[config.mk]
export PLATFORM = sky130hd
export DESIGN_NAME = wiper_motor_sequencer
export DESIGN_NICKNAME = d
export VERILOG_FILES = /design/src/rtl/wiper_pkg.sv /design/src/rtl/wiper_phase_timer.sv /design/src/rtl/wiper_motor_sequencer.sv
export SDC_FILE = /design/constraint.sdc
export NUM_CORES = 1
export LEC_CHECK = 0
export ABC_AREA = 1
export BUFFER_PORTS_ARGS = -buffer_cell sky130_fd_sc_hd__buf_2
export CAP_MARGIN = 20
export CORE_MARGIN = 10
export CORE_UTILIZATION = 51
export DETAILED_ROUTE_END_ITERATION = 16
export HOLD_SLACK_MARGIN = 0.15
export PLACE_DENSITY_LB_ADDON = 0.3
export SLEW_MARGIN = 0
export SYNTH_ARGS = -nofsm -noshare
export SYNTH_HDL_FRONTEND = slang
export SYNTH_SLANG_ARGS = --single-unit
[constraint.sdc]
create_clock -name clk_2 -period 2 [get_ports clk_2]
set_input_delay 0.6 -clock clk_2 [delete_from_list [all_inputs] [get_ports clk_2]]
set_output_delay 0.6 -clock clk_2 [all_outputs]
set_load 0.02 [all_outputs]
[src/rtl/wiper_pkg.sv]
// Shared types, demand codes and phase-length helper for the wiper motor sequencer.
package wiper_pkg;

    typedef enum logic [1:0] {
        PARK = 2'd0,
        UP   = 2'd1,
        DOWN = 2'd2
    } wiper_state_t;

    typedef enum logic [1:0] {
        SPD_OFF  = 2'd0,
        SPD_LOW  = 2'd1,
        SPD_HIGH = 2'd3
    } wiper_spd_t;

    // Demand codes as they arrive from the rain FSM and the manual switch.
    localparam logic [1:0] REQ_OFF     = 2'd0;
    localparam logic [1:0] REQ_LOW     = 2'd1;
    localparam logic [1:0] REQ_ILLEGAL = 2'd2;
    localparam logic [1:0] REQ_HIGH    = 2'd3;

    localparam int unsigned T_LOW_DEF  = 4;
    localparam int unsigned T_HIGH_DEF = 2;

    // The illegal code is run as low speed so the glass is still wiped.
    function automatic wiper_spd_t req_to_spd(input logic [1:0] code);
        case (code)
            REQ_OFF:  return SPD_OFF;
            REQ_HIGH: return SPD_HIGH;
            default:  return SPD_LOW;
        endcase
    endfunction

    // Cycles per half-sweep for a latched speed.
    function automatic int unsigned t_of(input wiper_spd_t spd,
                                         input int unsigned t_low  = T_LOW_DEF,
                                         input int unsigned t_high = T_HIGH_DEF);
        return (spd == SPD_HIGH) ? t_high : t_low;
    endfunction

endpackage

[src/rtl/wiper_phase_timer.sv]
// Half-sweep down-counter: loaded with T-1 on phase entry, expired at zero.
module wiper_phase_timer #(
    parameter int unsigned NBITS_CNT = 4
) (
    input  logic                 clk_2,
    input  logic                 reset,
    input  logic                 load,
    input  logic [NBITS_CNT-1:0] load_val,
    output logic                 expired
);

    localparam logic [NBITS_CNT-1:0] CNT_ONE = {{(NBITS_CNT-1){1'b0}}, 1'b1};

    logic [NBITS_CNT-1:0] count_q;
    logic [NBITS_CNT-1:0] count_d;

    // Next count: reload wins, otherwise count down and hold at zero.
    always_comb begin
        count_d = count_q;
        if (load) begin
            count_d = load_val;
        end else if (count_q != '0) begin
            count_d = count_q - CNT_ONE;
        end
    end

    // Count register.
    always_ff @(posedge clk_2) begin
        if (reset) begin
            count_q <= '0;
        end else begin
            count_q <= count_d;
        end
    end

    // Terminal-count compare.
    always_comb begin
        expired = (count_q == '0);
    end

endmodule

[src/rtl/wiper_motor_sequencer.sv]
// Wiper motor sequencer: arbitrates auto/manual demand and runs full UP/DOWN
// sweeps, changing speed or stopping only at park.
// Optional feature macro: WIPER_WASH_EN (adds wash_pulse input and a
// three-sweep wash cycle).
//
// state | meaning
// PARK  | motor off at park position, waiting for a non-off demand
// UP    | first half-sweep, T(spd) cycles
// DOWN  | second half-sweep, T(spd) cycles; last cycle counts the sweep
module wiper_motor_sequencer
    import wiper_pkg::*;
#(
    parameter int unsigned T_LOW     = 4,
    parameter int unsigned T_HIGH    = 2,
    parameter int unsigned NBITS_CNT = 4
) (
    input  logic       clk_2,
    input  logic       reset,
    input  logic [1:0] auto_req,
    input  logic [1:0] man_req,
    input  logic       man_en,
`ifdef WIPER_WASH_EN
    input  logic       wash_pulse,
`endif
    output logic       motor_on,
    output logic       motor_fast,
    output logic [1:0] phase,
    output logic [7:0] sweep_cnt,
    output logic       err
);

    wiper_state_t         state_q, state_d;
    wiper_spd_t           spd_q, spd_d;
    logic [7:0]           sweep_cnt_q, sweep_cnt_d;
    logic                 err_q, err_d;

    logic [1:0]           req_sel;
    wiper_spd_t           req_spd;
    logic                 sweep_done;
    logic                 timer_load;
    logic [NBITS_CNT-1:0] timer_load_val;
    logic                 timer_expired;

    wiper_phase_timer #(
        .NBITS_CNT (NBITS_CNT)
    ) u_phase_timer (
        .clk_2    (clk_2),
        .reset    (reset),
        .load     (timer_load),
        .load_val (timer_load_val),
        .expired  (timer_expired)
    );

    // The DOWN terminal cycle is the only park/re-latch decision point mid-run.
    always_comb begin
        sweep_done = (state_q == DOWN) && timer_expired;
    end

`ifdef WIPER_WASH_EN
    logic [1:0] wash_left_q, wash_left_d;

    // Wash counter: a pulse reloads to 3 (even alongside a completion),
    // otherwise each completed sweep consumes one.
    always_comb begin
        wash_left_d = wash_left_q;
        if (wash_pulse) begin
            wash_left_d = 2'd3;
        end else if (sweep_done && (wash_left_q != 2'd0)) begin
            wash_left_d = wash_left_q - 2'd1;
        end
    end

    // Wash counter register.
    always_ff @(posedge clk_2) begin
        if (reset) begin
            wash_left_q <= 2'd0;
        end else begin
            wash_left_q <= wash_left_d;
        end
    end
`endif

    // Demand arbitration; with wash active the post-update wash count decides,
    // so the completion of the last wash sweep can already park.
    always_comb begin
        req_sel = man_en ? man_req : auto_req;
        req_spd = req_to_spd(req_sel);
`ifdef WIPER_WASH_EN
        if ((wash_left_d != 2'd0) && (req_spd == SPD_OFF)) begin
            req_spd = SPD_LOW;
        end
`endif
    end

    // State, speed, sweep counter and sticky error registers.
    always_ff @(posedge clk_2) begin
        if (reset) begin
            state_q     <= PARK;
            spd_q       <= SPD_OFF;
            sweep_cnt_q <= 8'd0;
            err_q       <= 1'b0;
        end else begin
            state_q     <= state_d;
            spd_q       <= spd_d;
            sweep_cnt_q <= sweep_cnt_d;
            err_q       <= err_d;
        end
    end

    // Next-state logic; demand is only looked at in PARK and at sweep end.
    always_comb begin
        state_d     = state_q;
        spd_d       = spd_q;
        sweep_cnt_d = sweep_cnt_q;
        err_d       = err_q | (req_sel == REQ_ILLEGAL);
        timer_load  = 1'b0;
        case (state_q)
            PARK: begin
                if (req_spd != SPD_OFF) begin
                    state_d    = UP;
                    spd_d      = req_spd;
                    timer_load = 1'b1;
                end
            end
            UP: begin
                if (timer_expired) begin
                    state_d    = DOWN;
                    timer_load = 1'b1;
                end
            end
            DOWN: begin
                if (sweep_done) begin
                    sweep_cnt_d = sweep_cnt_q + 8'd1;
                    if (req_spd == SPD_OFF) begin
                        state_d = PARK;
                        spd_d   = SPD_OFF;
                    end else begin
                        state_d    = UP;
                        spd_d      = req_spd;
                        timer_load = 1'b1;
                    end
                end
            end
            default: begin
                state_d = PARK;
                spd_d   = SPD_OFF;
            end
        endcase
        timer_load_val = NBITS_CNT'(t_of(spd_d, T_LOW, T_HIGH) - 1);
    end

    // Outputs decoded straight from registered state and speed.
    always_comb begin
        motor_on   = (state_q != PARK);
        motor_fast = (state_q != PARK) && (spd_q == SPD_HIGH);
        phase      = state_q;
        sweep_cnt  = sweep_cnt_q;
        err        = err_q;
    end

endmodule

==> summary.md <==
| Metric | Value |
|---|---|
| TNS Setup | `0 ns` |
| Area delta synth->final | `18.0%` |
| Core Rows | `14` |
| CTS tree | `yes` |
| Max cap viols | `0` |
| Peak supply drop | `0.603 mV` |
| Io pins | `20` |
| Layout cell share with drive strength beyond 1 | `0.266` |
| Gr usage total | `0.108` |
| DP Wirelength | `1410 microns` |
| M1 WL | `820 microns` |
| Arrival time at the worst endpoint | `1.98 ns` |
| Place WS | `~0.014 ns` |
| Power per cell area | `1030 mW/mm^2` |
| Clock Sinks | `17` |
| Min Tclk post-route | `between 1.5 and 2 ns` |
| Worst Path Max Fanout | `6` |
| Die Span Y | `60.9 microns` |
| Post-synthesis sequential area ratio | `0.399` |
| Max clock buf depth | `2` |
| Resized Gates After CTS | `0` |
| PortBufs | `19` |
| Startpoint type of the worst setup path | `flip-flop` |
| Skew-Pair Late Insertion Delay | `0.29 ns` |
| Synth Net Count | `128` |
| Die width | `60.9 microns` |
| Setup violations, final | `0` |
| H-tree depth | `1` |
| Metal3 WL | `100 microns` |
| Vias | `813` |
| Routed len/inst | `10.9 microns` |
| Crit Path Category | `reg2reg` |
| Post-route clock skew | `~0.0085 ns` |
| Final worst path period share | `0.877` |
| Register bit total from synthesis | `17` |
| Worst Hold Class | `reg2reg` |
| Syn Area/Cell | `7.17 sq um` |
| Synth unique cells | `23` |
| Commonest non-fill, non-tap cells in the layout | `nand2_1 (28), buf_2 (19), dfxtp_1 (17), nor2_1 (16), inv_1 (15)` |
| Met2 WL post-DR | `792 microns` |
| Drt drc | `0` |
| Starting Density | `0.554` |
| Commonest non-fill, non-tap cell in the layout | `nand2_1` |
| Root Buffer | `clkbuf_4` |
| Final Hold Fails | `0` |
| Least-Margin Pin Slew | `0.255 ns` |
| Post-CTS setup repair buffer count | `0` |
| Largest net degree at the start of global routing | `11` |
| Yosys Warn Count | `0` |
| Vias in the first global route | `843` |
| DIE AREA | `between 0.003 and 0.004 sq mm` |
| Hold WS | `between 0.4 and 0.5 ns` |
| Final nets | `153` |
| RSZ-0062 raised after global routing | `no` |
| Initial antenna violation count | `0` |
| ANT cells | `0` |
| Max Freq | `0.570 GHz` |
| Initial DRC Count | `8` |
| Cells after synthesis | `119` |
| Final wirelength | `1730 microns` |
| DR top layer | `met4` |
| CTS clk-pin slew, worst paths | `roughly 0.1 ns` |
| Inserted Clock Buffers | `3` |
| Cell area after synthesis | `approximately 850 sq um` |
| Slew margin rel. | `0.829` |
| P_leak | `0.000517 uW` |
| Setup ws final | `0.247 ns` |
| Max Slew Vio Count | `0` |
| First-pass GRT wire length | `roughly 3200 microns` |
| CTS Hold Bufs | `0` |
| Final ANT Viol Nets | `0` |
| GP Congestion | `0.797` |
| Vias per cell | `5.11` |
| Status | `finished clean` |
| Pre-Repair DR Iteration Count | `4` |
| Overflow after GRT | `0` |
| WP data required | `2.23 ns` |
| CP endpoint kind | `flip-flop` |
| Core Area | `0.00154 sq mm` |
==> worst max-delay path: stages (launching register included) <==
cell and delay, ns:
dfxtp_1 0.34, nor2_1 0.14, nand2_2 0.12, nor2_4 0.15
inv_4 0.07, nand2_4 0.07, nand2_4 0.07, nand2_1 0.07
nand2_1 0.06, nand2_1 0.07, o21ai_0 0.09, ha_1 0.22
inv_1 0.06, nand2_1 0.06, a21oi_2 0.11
==> cells by family after synthesis <==
family | after synthesis | share of synthesized area
compound gates | 19 | 0.119
xor+xnor | 1 | 0.0103
fa+ha+maj | 2 | 0.0293
buf+inv | 18 | 0.0821
flops | 17 | 0.399
simple gates | 62 | 0.361
==> through the flow <==
stage	util	cell area (sq um)	total power, uW	cells
5_1_grt	0.653	1010	1130	159
4_1_cts	0.653	1010	1050	159
3_5_place_dp	0.636	980	858	155
2_1_floorplan	-	853	745	119
6_report	0.653	1010	1040	159
3_3_place_gp	0.636	980	842	155
==> final timing paths <==
check                                              start                       end  slack [ns]  cells after the start
worst max register to register  u_phase_timer.count_q[2]  u_phase_timer.count_q[2]        0.25                     14
worst max-delay path            u_phase_timer.count_q[2]  u_phase_timer.count_q[2]        0.25                     14
worst min register to register  u_phase_timer.count_q[3]  u_phase_timer.count_q[3]        0.46                      2
worst min-delay path            u_phase_timer.count_q[3]  u_phase_timer.count_q[3]        0.46                      2
==> cells in the mapped netlist <==
library cell	n	area share
nor2_1	16	0.070
inv_2	1	0.0044
nand3_1	2	0.012
xnor2_1	1	0.010
nand2_2	2	0.015
and3_1	1	0.0073
clkbuf_1	1	0.0044
nand2_4	3	0.040
o21ai_1	1	0.0059
o21ai_0	6	0.035
ha_1	2	0.029
inv_4	1	0.0073
nand2_1	28	0.12
o21bai_1	1	0.0088
nor2_2	1	0.0073
nor3_1	5	0.029
nor2_4	2	0.026
a21oi_1	10	0.059
nor3_4	1	0.019
nand3_2	1	0.012
a21oi_2	1	0.010
inv_1	15	0.066
dfxtp_1	17	0.40
==> final cells by class <==
class / instances / area [sq um]
Sequential cell: 17 / 340
Tap cell: 16 / 20.0
Clock buffer: 3 / 22.5
Clock inverter: 1 / 5.00
Multi-Input combinational cell: 84 / 443
Fill cell: 148 / 534
Inverter: 17 / 66.3
Timing Repair Buffer: 21 / 110
==> metal layers <==
layer,vias up,track usage
met4,0,0.0408
met5,-,0
met3,2,0.0334
met2,17,0.178
li1,427,-
met1,367,0.128
==> flip-flops by register name (all words and copies together), names as in the netlist <==
name / cells
err: 1
phase: 2
spd_q: 2
sweep_cnt: 8
u_phase_timer.count_q: 4
==> report_power, final <==
| part | internal (uW) | switching (uW) |
|---|---|---|
| registers | 385 | 36.9 |
| clock network | 74.2 | 113 |
| logic | 158 | 269 |
| total | 617 | 419 |
(Power assumes the default switching activity.)
